[config.mk]
export PLATFORM = sky130hd
export DESIGN_NAME = mmu_result_drain
export DESIGN_NICKNAME = d
export VERILOG_FILES = /design/src/rtl/mmu_pkg.sv /design/src/rtl/drain_fifo.sv /design/src/rtl/mmu_result_drain.sv
export SDC_FILE = /design/constraint.sdc
export NUM_CORES = 1
export LEC_CHECK = 0
export BUFFER_PORTS_ARGS = -buffer_cell sky130_fd_sc_hd__buf_4
export CAP_MARGIN = 10
export CORE_MARGIN = 1
export CORE_UTILIZATION = 55
export CTS_CLUSTER_DIAMETER = 120
export DETAILED_ROUTE_END_ITERATION = 10
export GPL_ROUTABILITY_DRIVEN = 0
export MAX_ROUTING_LAYER = met4
export PLACE_DENSITY = 0.84
export SLEW_MARGIN = 10
export SYNTH_ARGS = -nofsm -noshare
export SYNTH_HDL_FRONTEND = slang
export SYNTH_HIERARCHICAL = 1
export SYNTH_SLANG_ARGS = --single-unit
[constraint.sdc]
create_clock -name clk -period 19.19 [get_ports clk]
set_clock_uncertainty 0.05 [all_clocks]
set_input_delay 5.757 -clock clk [delete_from_list [all_inputs] [get_ports clk]]
set_output_delay 5.757 -clock clk [all_outputs]
set_load 0.02 [all_outputs]
[src/rtl/mmu_pkg.sv]
// rtl/mmu_pkg.sv - shared types and default dimensions for the result drain
package mmu_pkg;

  localparam int SIZE_D      = 4;
  localparam int ACC_WIDTH_D = 16;

  typedef logic [ACC_WIDTH_D-1:0] acc_t;
  typedef acc_t [SIZE_D-1:0]      acc_vec_t;

endpackage

[src/rtl/drain_fifo.sv]
// rtl/drain_fifo.sv - synchronous FIFO holding aligned result vectors
module drain_fifo
  import mmu_pkg::*;
#(
  parameter int WIDTH = $bits(acc_vec_t),
  parameter int DEPTH = 8
) (
  input  logic                     clk,
  input  logic                     reset,
  input  logic                     push,
  input  logic                     pop,
  input  logic [WIDTH-1:0]         wdata,
  output logic [WIDTH-1:0]         rdata,
  output logic                     full,
  output logic                     empty,
  output logic [$clog2(DEPTH):0]   level
);

  localparam int PW = $clog2(DEPTH);
  localparam int LW = PW + 1;

  logic [WIDTH-1:0] mem_q [DEPTH];
  logic [WIDTH-1:0] mem_d [DEPTH];
  logic [PW-1:0]    wr_ptr_q, wr_ptr_d;
  logic [PW-1:0]    rd_ptr_q, rd_ptr_d;
  logic [LW-1:0]    level_q, level_d;
  logic             do_push, do_pop;

  assign full  = (level_q == LW'(DEPTH));
  assign empty = (level_q == '0);
  assign level = level_q;
  assign rdata = mem_q[rd_ptr_q];

  always_comb begin
    mem_d    = mem_q;
    wr_ptr_d = wr_ptr_q;
    rd_ptr_d = rd_ptr_q;
    level_d  = level_q;
    do_pop   = pop && !empty;
    do_push  = push && (!full || do_pop);
    if (do_push) begin
      mem_d[wr_ptr_q] = wdata;
      wr_ptr_d        = wr_ptr_q + 1'b1;
    end
    if (do_pop) begin
      rd_ptr_d = rd_ptr_q + 1'b1;
    end
    // Pointers wrap naturally because DEPTH is a power of two.
    case ({do_push, do_pop})
      2'b10:   level_d = level_q + 1'b1;
      2'b01:   level_d = level_q - 1'b1;
      default: level_d = level_q;
    endcase
  end

  always_ff @(posedge clk or posedge reset) begin
    if (reset) begin
      for (int i = 0; i < DEPTH; i++) begin
        mem_q[i] <= '0;
      end
      wr_ptr_q <= '0;
      rd_ptr_q <= '0;
      level_q  <= '0;
    end else begin
      mem_q    <= mem_d;
      wr_ptr_q <= wr_ptr_d;
      rd_ptr_q <= rd_ptr_d;
      level_q  <= level_d;
    end
  end

endmodule

[src/rtl/mmu_result_drain.sv]
// rtl/mmu_result_drain.sv - de-skews systolic array result columns and queues aligned vectors
module mmu_result_drain
  import mmu_pkg::*;
#(
  parameter int SIZE      = SIZE_D,
  parameter int ACC_WIDTH = ACC_WIDTH_D,
  parameter int DEPTH     = 8,
  parameter int FRAME     = 4
) (
  input  logic                   clk,
  input  logic                   reset,
  input  logic                   in_valid,
  input  logic [ACC_WIDTH-1:0]   acc_in [SIZE-1:0],
  output logic                   out_valid,
  input  logic                   out_ready,
  output logic [ACC_WIDTH-1:0]   out_data [SIZE-1:0],
  output logic                   out_last,
  output logic [$clog2(DEPTH):0] fifo_level,
  output logic                   overflow
);

  localparam int FW = (FRAME > 1) ? $clog2(FRAME) : 1;

  logic [SIZE-1:0][ACC_WIDTH-1:0] aligned_vec;
  logic [SIZE-1:0][ACC_WIDTH-1:0] head_vec;
  logic [SIZE-2:0]                vpipe_q, vpipe_d;
  logic                           aligned_valid;
  logic                           fifo_full, fifo_empty;
  logic                           push, pop, drop;
  logic                           overflow_q, overflow_d;
  logic [FW-1:0]                  frame_cnt_q, frame_cnt_d;
  logic                           at_frame_end;

  // Column j arrives j cycles late, so it waits SIZE-1-j cycles to line up with the last column.
  for (genvar j = 0; j < SIZE; j++) begin : g_col
    localparam int D = SIZE - 1 - j;
    if (D == 0) begin : g_thru
      assign aligned_vec[j] = acc_in[j];
    end else begin : g_dly
      logic [ACC_WIDTH-1:0] dl_q [D];
      logic [ACC_WIDTH-1:0] dl_d [D];
      always_comb begin
        dl_d[0] = acc_in[j];
        for (int k = 1; k < D; k++) begin
          dl_d[k] = dl_q[k-1];
        end
      end
      always_ff @(posedge clk or posedge reset) begin
        if (reset) begin
          for (int k = 0; k < D; k++) begin
            dl_q[k] <= '0;
          end
        end else begin
          dl_q <= dl_d;
        end
      end
      assign aligned_vec[j] = dl_q[D-1];
    end
  end

  always_comb begin
    vpipe_d[0] = in_valid;
    for (int k = 1; k < SIZE - 1; k++) begin
      vpipe_d[k] = vpipe_q[k-1];
    end
  end
  assign aligned_valid = vpipe_q[SIZE-2];

  drain_fifo #(
    .WIDTH (SIZE * ACC_WIDTH),
    .DEPTH (DEPTH)
  ) u_fifo (
    .clk   (clk),
    .reset (reset),
    .push  (push),
    .pop   (pop),
    .wdata (aligned_vec),
    .rdata (head_vec),
    .full  (fifo_full),
    .empty (fifo_empty),
    .level (fifo_level)
  );

  assign at_frame_end = (frame_cnt_q == FW'(FRAME - 1));

  always_comb begin
    pop         = out_ready && !fifo_empty;
    push        = aligned_valid && (!fifo_full || pop);
    drop        = aligned_valid && fifo_full && !pop;
    overflow_d  = overflow_q || drop;
    frame_cnt_d = frame_cnt_q;
    if (pop) begin
      frame_cnt_d = at_frame_end ? '0 : frame_cnt_q + 1'b1;
    end
  end

  always_comb begin
    out_valid = !fifo_empty;
    out_last  = !fifo_empty && at_frame_end;
    overflow  = overflow_q;
    for (int j = 0; j < SIZE; j++) begin
      out_data[j] = fifo_empty ? '0 : head_vec[j];
    end
  end

  always_ff @(posedge clk or posedge reset) begin
    if (reset) begin
      vpipe_q     <= '0;
      overflow_q  <= 1'b0;
      frame_cnt_q <= '0;
    end else begin
      vpipe_q     <= vpipe_d;
      overflow_q  <= overflow_d;
      frame_cnt_q <= frame_cnt_d;
    end
  end

endmodule

After elaboration in Yosys (flattened, before gate mapping)
Cells that the tools add are included.
- flip-flop bits (word level): 624
- bits in latches: 0
- RAM bits: 0
- ROM bits: 0
- input port bits: 68
- output and inout bits: 71
- word-level logic and storage cells: 62
- memories: 0
- add/subtract/negate cells: 5
- multipliers: 0
- divide/modulo/power cells: 0
- $lt $le $gt $ge: 3
- equal/unequal tests: 4
- shift-type cells: 0
- mux-type cells: 12
- bitwise logic cells: 2
- reduce and logical (&&, ||, !) cells: 16
- operators by type and width (cell ; count):
    bitwise mux 512 bit ; 1
    binary-select mux 64 bit (select 3 bit) ; 1
    demux 64 bit (select 3 bit) ; 1
    2-to-1 mux 64 bit ; 3
    2-to-1 mux 16 bit ; 4
    >= comparator 4 bit (second input constant) ; 2
    logical AND 1 bit ; 8
    inverter 3 -> 4 bit ; 2
    one-hot mux 4 bit (2 select lines) ; 1
    adder 3 x 1 -> 3 bit (second input constant) ; 2
    adder 4 x 1 -> 4 bit (second input constant) ; 1
    == test 2 bit (second input constant) ; 2
    == test 4 bit (second input constant) ; 1
    zero test 4 bit ; 1
    < comparator 4 x 1 -> 1 bit (second input constant) ; 1
    subtractor 4 x 1 -> 4 bit (second input constant) ; 1
    zero test 1 bit ; 3
    logical OR 1 bit ; 3
    adder 2 x 1 -> 2 bit (second input constant) ; 1
    == test 2 x 1 -> 1 bit (second input constant) ; 1
    2-to-1 mux 2 bit ; 1
    nonzero test 2 bit ; 1

Depth between registers and ports, before layout
Gate-level depths: netlist of run 1.
- word-level depth: 8
- mapped depth: 12
- gate-level depth less buffers: 10

Cells and area by module
Netlist of run 1, hierarchy kept.
- by module, submodules not included (module ; instances ; cells each ; area an instance (µm²) ; sequential area each (µm²)):
    drain_fifo ; 1 ; 1373 ; 23679.0 ; 13062.5
    mmu_result_drain ; 1 ; 184 ; 3099.2 ; 2552.4

Worst setup path before layout of run 1
Ideal clock, no wire load.
- path kind: input-to-reg
- start point: input port out_ready
- end point: register u_fifo.level_q[3], in the netlist u_fifo/level[3]
- library setup time: 0.134 ns
- arrival: 8.002 ns
- data required time: 19.006 ns
- path slack: 11.005 ns
- cell stages on the path: 9
- buffers on the path: 1
- cell sequence: nand2b_4 -> inv_2 -> buf_2 -> o21ai_0 -> ha_1 -> ha_1 -> or4b_2 -> o311ai_0 -> o211ai_1
- cells in the longest elaborated chain, start to end: 6
- elaborated cells on any way between the ends: 10
- classes of those cells: eq/ne (2); mux (1); reduce/logical (7)
- ends and longest elaborated chain (element ; RTL line ; source):
    start, declared ; mmu_result_drain.sv:15 ; input logic out_ready,
    logical AND 1 bit (*) ; mmu_result_drain.sv:87 ; pop = out_ready && !fifo_empty;
    net pop ; mmu_result_drain.sv:29 ; logic push, pop, drop;
    logical OR 1 bit / logical AND 1 bit (equally long branches) ; mmu_result_drain.sv:88, drain_fifo.sv:39 ;
    logical AND 1 bit / logical OR 1 bit (equally long branches) ; mmu_result_drain.sv:88, drain_fifo.sv:40 ;
    logical AND 1 bit ; drain_fifo.sv:40 ; do_push = push && (!full || do_pop);
    == test 2 x 1 -> 1 bit / == test 2 bit (equally long branches) ; drain_fifo.sv:49 ; case ({do_push, do_pop})
    one-hot mux 4 bit (2 select lines) / nonzero test 2 bit (equally long branches) ; -- ;
    end signal, assigned ; drain_fifo.sv:68 ; level_q <= level_d;
    end, declared ; drain_fifo.sv:26 ; logic [LW-1:0] level_q, level_d;
Mark *: on every way through the listed nets, which the timed path passes. The rest lies on a longest branch.
A chain may end at the register's enable or synchronous reset.

==> run_results.csv, run 1 <==
group,metric,value,unit
yosys,syn-num-nets,1632,
place,place_area,28100,um^2
timing,max_slew_margin,24.9,%
finish,area_growth,13.4,%
place,place_inst,2237,
grt,grt_antenna_before_repair,1,
clock_tree,clk-insertion-delay-late,0.59,ns
floorplan,start_util,56.0,%
place,dp_hpwl,30700,um
clock_tree,root_buffer,"clkbuf_16",
clock_tree,max-clock-path-buffers,3,
clock_tree,clkSlewWorstSetupHoldPaths,0.06,ns
yosys,synth-edff-count,0,
finish,final_net_count,1767,
run_status,status,"completed",
yosys,yosysMostFrequentCell,"dfrtp_1",
finish,layout-drive-gt1-share,55.4,%
floorplan,die_h,223,um
routing,post-route-drc-count,0,
yosys,ys.flop_type,"dfrtp_1",
critical_path,crit_type,"register to primary output",
floorplan,die_w,223,um
routing,dr_total_vias,14042,
clock_tree,postCtsSetupRepairBufs,0,
critical_path,reg2reg_depth,10,
routing,routed_wl,55800,um
yosys,syn_area,26800,um^2
place,port_buffers,138,
finish,final_area,30400,um^2
pwr,p_per_area,196,nW/um^2
grt,grt_use_total,24.2,%
run,maxCapViolations,0,
timing,hold_viol,0,
timing,min_period,9.55,ns
grt,grt_pass1_vias,15472,
finish,fillCellCount,3301,
yosys,yosysTopAreaCellShare,58.3,%
routing,drtPass1Iterations,4,
critical_path,critPathRequiredTime,13.38,ns
yosys,yosysTopAreaCell,"dfrtp_1",
floorplan,core,47800,um^2
yosys,postSynthAreaPerCell,17.2,um^2
yosys,synth-simple-area-share,2.04,%
floorplan,dieArea,49600,um^2
grt,grt_pass1_wl,89400,um
grt,grt_overflow,0,
finish,final_cells,2356,
timing,fin_tns_setup,0,ns
clock_tree,cts_tree,"yes",
yosys,synthAdderAreaFrac,0.355,%
yosys,synth_top_family_by_area,"multiplexers",
clock_tree,cts_made_buffers,67,
yosys,synth_mux_area_share,35.4,%
clock_tree,htreeDepth,3,
yosys,synth_compound_area_share,0.949,%
routing,antenna_violating_nets_post_route,0,
yosys,ys_ff_latch,624,
hold_path,min_path_type,"register to register",
yosys,synth-xor-area-share,0.196,%
timing,max_freq,105,MHz
timing,maxSlewViolCount,0,
finish,n_antenna_cell,0,
routing,routed_via_density,5.96,
routing,wl_per_cell,23.7,um
clock_tree,clkSinkCount,624,
floorplan,row_count,80,
timing,setup_viol,0,
yosys,synth.yosys.seq_area_share,58.3,%
hold_path,min_delay_path_depth,0,
clock_tree,hold_buffers,0,
timing,fin_crit_sh,49.8,%
yosys,yosys_warnings,6,
critical_path,cp-start-kind,"register",
timing,max_slew.worst_pin.slew,1.13,ns
yosys,ys_types,42,
clock_tree,post_cts_resized,0,
critical_path,path_max_fanout,84,
timing,rsz0062_at_grt,"false",
yosys,ys_async_sr_fraction,100,%
yosys,syn_inst,1557,
floorplan,io_pins,139,
pwr,ir_worst_vdd,0.100,mV
yosys,ys_top_cells_by_area,"dfrtp_1 58%, mux2_2 23%, mux4_2 11%",
routing,drt_iter0_drc,895,
yosys,synth_commonest_cells,"624 x dfrtp_1, 540 x mux2_2, 128 x mux4_2",
critical_path,arrival,3.75,ns
pwr,p_leak,13.2,nW
grt,grt_max_degree,211,
critical_path,cp-end-kind,"primary output",
## path summary, 6_finish.rpt
kind / start / endpoint / slack, ns
min reg2reg: g_col[0].g_dly.dl_d[3]$_DFF_PP0_ / aligned_vec[3]$_DFF_PP0_ / 0.29
min in group asynchronous: reset / u_fifo/mem_q[15]$_DFFE_PP0P_ / 5.32
min: g_col[0].g_dly.dl_d[3]$_DFF_PP0_ / aligned_vec[3]$_DFF_PP0_ / 0.29
max reg2reg: u_fifo/level[2]$_DFFE_PP0P_ / u_fifo/level[3]$_DFFE_PP0P_ / 15.33
max in group asynchronous: reset / u_fifo/mem_q[363]$_DFFE_PP0P_ / 11.18
max: u_fifo/rd_ptr_q[0]$_DFFE_PP0P_ / out_data[7] / 9.64
## placed cells by master (no fill, tap or decap), types with 5 or more instances in the layout
| cell type | instances |
|---|---|
| xnor2_1 | 5 |
| inv_1 | 7 |
| mux2_1 | 28 |
| mux2_4 | 12 |
| clkbuf_8 | 14 |
| mux2_2 | 540 |
| clkinv_2 | 9 |
| clkbuf_1 | 16 |
| ha_1 | 6 |
| mux4_2 | 128 |
| clkbuf_16 | 70 |
| and2b_1 | 8 |
| buf_4 | 159 |
| nor2b_1 | 60 |
| nand2_1 | 5 |
| dfrtp_1 | 621 |
## layout make-up
type,count,area [um^2],share of cell area (%)
Tap cell,615,769,2.53
Inverter,10,43.8,0.144
Sequential cell,624,15600,51.4
Timing Repair Buffer,163,1280,4.22
Clock buffer,100,2000,6.60
Clock inverter,18,214,0.704
Multi-Input combinational cell,826,10400,34.4
## sequential cells by signal, summed over array words and instances, names as in the netlist
signal            cells
u_fifo/rd_ptr_q       3
u_fifo/wr_ptr_q       3
u_fifo/level          4
vpipe_q               3
u_fifo/mem_q        512
frame_cnt_q           2
g_col.g_dly.dl_q     16
overflow              1
g_col.g_dly.dl_d     48
aligned_vec          32
## layer usage
| layer | GRT usage (%) | part of all wire [%] |
|---|---|---|
| met2 | 38.0 | 50 |
| met5 | - | 0 |
| met4 | 7.05 | 1.8 |
| met1 | 32.5 | 43 |
| met3 | 4.32 | 4.7 |
## metrics by stage
step	hold WS [ns]	util (%)	power [mW]	setup WS (ns)
6_report	0.292	63.5	5.96	9.64
5_1_grt	0.303	63.5	6.27	9.38
4_1_cts	0.295	63.4	6.01	9.57
3_5_place_dp	0.285	58.8	4.69	10.22
3_3_place_gp	0.282	58.8	4.58	10.22
2_1_floorplan	0.281	-	3.98	6.29
## critical path, stage by stage (launching register included)
cell     delay, ns
dfrtp_4       1.07
buf_12        0.50
mux4_2        0.60
mux2_2        0.28
nor2b_1       0.18
buf_4         0.23
## report_power, final
| group | switching (mW) | total [mW] | leakage (nW) | internal (mW) |
|---|---|---|---|---|
| Sequential | 0.365 | 2.26 | 7.45 | 1.89 |
| Combinational | 1.01 | 2.41 | 4.67 | 1.40 |
| Clock | 0.508 | 1.28 | 1.09 | 0.777 |
## cell families (layout without fill, tap and decap cells)
kind of cell / count (synthesis) / count (layout)
adders and majority gates: 7 / 7
muxes: 709 / 709
DFF: 624 / 624
buffers and inverters: 107 / 291
AOI/OAI and AO/OA: 19 / 19
and+or+nand+nor: 85 / 85
xor gates and xnor gates: 6 / 6
No activity file was read; power rests on OpenSTA's default activity.
==> inputs of run 2 (changes only) <==
--- a/config.mk
+++ b/config.mk
@@ -5,10 +5,11 @@
 export SDC_FILE = /design/constraint.sdc
 export NUM_CORES = 1
 export LEC_CHECK = 0
+export ABC_AREA = 1
 export BUFFER_PORTS_ARGS = -buffer_cell sky130_fd_sc_hd__buf_4
 export CAP_MARGIN = 10
 export CORE_MARGIN = 1
-export CORE_UTILIZATION = 55
+export CORE_UTILIZATION = 56
 export CTS_CLUSTER_DIAMETER = 120
 export DETAILED_ROUTE_END_ITERATION = 10
 export GPL_ROUTABILITY_DRIVEN = 0
==> constraint.sdc (replaced) <==
create_clock -name clk -period 7.94 [get_ports clk]
set_clock_uncertainty 0.05 [all_clocks]
set_input_delay 2.382 -clock clk [delete_from_list [all_inputs] [get_ports clk]]
set_output_delay 2.382 -clock clk [all_outputs]
set_load 0.02 [all_outputs]
==> run 2 against run 1 <==
Compared with the run above:
- largest cell class unchanged
- sequential cell count is the same
- critical endpoint is now out_data[33]
- power up 150%
- critical path depth up 6
- routed wire length up 57%
- synthesized cell count up 150%
- final cell count grew 90%
- critical path type unchanged
==> run_results.csv, run 2 <==
group,metric,value,unit
yosys,syn_inst,3871,
finish,layout_commonest_cell,"nand2_1",
floorplan,row_count,85,
yosys,yosysTopAreaCellShare,51.0,%
timing,whs,0.295,ns
critical_path,cp-start-kind,"register",
clock_tree,hold_buffers,0,
pwr,ir_worst_vdd,0.361,mV
yosys,ys_ff_latch,624,
clock_tree,clkSinkCount,624,
floorplan,core,53900,um^2
routing,wl_per_cell,19.6,um
clock_tree,clkSlewWorstSetupHoldPaths,0.06,ns
grt,grt_max_degree,248,
grt,grtUsageMet2,50.2,%
place,pre_cts_ws,2.48,ns
yosys,synth_compound_area_share,4.28,%
yosys,synth-simple-area-share,35.1,%
floorplan,start_util,56.8,%
floorplan,die_h,236,um
critical_path,regToRegSetupSlack,3.54,ns
yosys,yosys_warnings,6,
timing,max_slew_margin,21.3,%
yosys,ys_types,28,
finish,largest_register_ffs,512,
grt,grt_overflow,0,
yosys,synth_commonest_cells,"1564 x nand2_1, 624 x dfrtp_1, 512 x nand4_1",
pwr,total_power,14.7,mW
finish,final_net_count,3804,
timing,max_freq,161,MHz
critical_path,critPathRequiredTime,5.51,ns
yosys,yosysTopAreaCell,"dfrtp_1",
yosys,synth_mux_area_share,0,%
yosys,synthAdderAreaFrac,0.310,%
timing,fin_crit_sh,78.1,%
timing,timing.final.ws_setup,1.74,ns
timing,rsz0062_at_grt,"false",
critical_path,r2r-end,"u_fifo/mem_q[276]$_DFFE_PP0P_",
yosys,syn-num-nets,3946,
yosys,postSynthAreaPerCell,7.91,um^2
routing,routed_via_density,6.02,
routing,post-route-drc-count,0,
finish,layout-drive-gt1-share,8.41,%
yosys,synth.yosys.seq_area_share,51.0,%
finish,final_cell_mix,"1564 x nand2_1, 621 x dfrtp_1, 512 x nand4_1",
place,place_area,30600,um^2
yosys,ys_top_cells_by_area,"dfrtp_1 51%, nand2_1 19%, nand4_1 10%",
timing,hold_viol,0,
run,maxCapViolations,0,
finish,final_area,32800,um^2
yosys,synth_top_family_by_area,"simple AND/OR/NAND/NOR gates",
pwr,p_per_area,447,nW/um^2
clock_tree,root_buffer,"clkbuf_16",
grt,grt.busiest_layer,"met2",
routing,drt_iter0_drc,3766,
timing,setup_viol,0,
critical_path,arrival,3.77,ns
floorplan,dieArea,55600,um^2
yosys,ys.flop_type,"dfrtp_1",
floorplan,die_w,236,um
yosys,synth-xor-area-share,0.143,%
finish,area_growth,7.13,%
critical_path,startpoint,"u_fifo/rd_ptr_q[0]$_DFFE_PP0P_",
yosys,yosysMostFrequentCell,"nand2_1",
grt,grt_util_met3,4.38,%
clock_tree,post_cts_resized,0,
grt,grt_pass1_vias,25793,
routing,drtPass1Iterations,5,
clock_tree,cts_made_buffers,66,
critical_path,r2r_start,"u_fifo/level[2]$_DFFE_PP0P_",
clock_tree,max-clock-path-buffers,3,
clock_tree,cts_tree,"yes",
finish,top_register,"u_fifo/mem_q",
place,port_buffers,138,
clock_tree,postCtsSetupRepairBufs,0,
routing,antenna_violating_nets_post_route,0,
yosys,syn_area,30600,um^2
place,dp_hpwl,42500,um
critical_path,reg2reg_depth,11,
clock_tree,clk-insertion-delay-late,0.59,ns
timing,min_period,6.20,ns
yosys,synth-edff-count,0,
grt,grt_antenna_before_repair,3,
run_status,status,"completed",
pwr,p_leak,17.2,nW
floorplan,io_pins,139,
grt,grt_pass1_wl,140000,um
finish,fin_util,60.9,%
routing,routed_wl,87700,um
critical_path,cp-end-kind,"primary output",
clock_tree,htreeDepth,3,
grt,grt_use_total,32.4,%
critical_path,path_max_fanout,134,
yosys,ys_async_sr_fraction,100,%
critical_path,crit_path_end,"out_data[33]",
routing,dr_total_vias,26930,
grt,gr-usage-met1,42.2,%
timing,max_slew.worst_pin.slew,1.18,ns
hold_path,min_path_type,"register to register",
timing,maxSlewViolCount,0,
critical_path,crit_type,"register to primary output",
## run 2: routing by layer
| layer | vias to the layer above | wire length (um) |
|---|---|---|
| li1 | 12288 | - |
| met1 | 12893 | 34300 |
| met2 | 1492 | 41700 |
| met3 | 257 | 8350 |
| met4 | 0 | 3420 |
| met5 | - | 0 |
## run 2: logic make-up (layout without fill, tap and decap cells)
group / after synthesis / count (layout)
AO/OA/AOI/OAI: 262 / 262
XOR/XNOR: 5 / 5
flip-flops: 624 / 624
adder cells (fa/ha/maj): 7 / 7
buffers and inverters: 476 / 384
other: 0 / 2
AND/OR/NAND/NOR: 2497 / 2497
## run 2: area by class of cell
cell class / count / area [um^2]
tap: 696 / 871
multi-input combinational: 2771 / 12300
clock inverter: 12 / 146
antenna: 2 / 5.00
sequential: 624 / 15600
clock buffer: 106 / 2070
inverter: 88 / 344
timing repair buffer: 178 / 1440
fill: 4509 / 21100
## run 2: through the flow
stage / instances / TNS, ns
after detailed placement: 4357 / 0
after global routing: 4477 / 0
after global placement: 4357 / 0
final: 4477 / 0
after floorplan: 3871 / -826.95
after CTS: 4475 / 0
## run 2: critical path, stage by stage (launching register included)
cell and delay [ns]:
dfrtp_4 0.80, inv_6 0.95, buf_4 0.51, nand2_1 0.12, nand2_1 0.08, nand2_1 0.05
o21ai_0 0.12, nand2_1 0.07, nand2_1 0.10, inv_1 0.04, nor2_1 0.10, buf_4 0.16
## run 2: where the power goes
part           internal, mW  switching, mW
sequential             4.39          0.780
combinational          1.99           4.36
clock                  1.88           1.27
## run 2: worst min-delay path by stage
stage                                                  from                               end  slack, ns  cells after the start
final                      g_col[1].g_dly.dl_d[5]$_DFF_PP0_         aligned_vec[21]$_DFF_PP0_       0.29                      0
after global routing                   vpipe_q[0]$_DFF_PP0_              vpipe_q[1]$_DFF_PP0_       0.30                      0
after CTS                              vpipe_q[0]$_DFF_PP0_              vpipe_q[1]$_DFF_PP0_       0.30                      0
after detailed placement  g_col[0].g_dly.dl_d[18]$_DFF_PP0_  g_col[0].g_dly.dl_d[2]$_DFF_PP0_       0.28                      0
after global placement                 vpipe_q[1]$_DFF_PP0_              vpipe_q[2]$_DFF_PP0_       0.28                      0
after floorplan            g_col[0].g_dly.dl_d[0]$_DFF_PP0_          aligned_vec[0]$_DFF_PP0_       0.28                      0
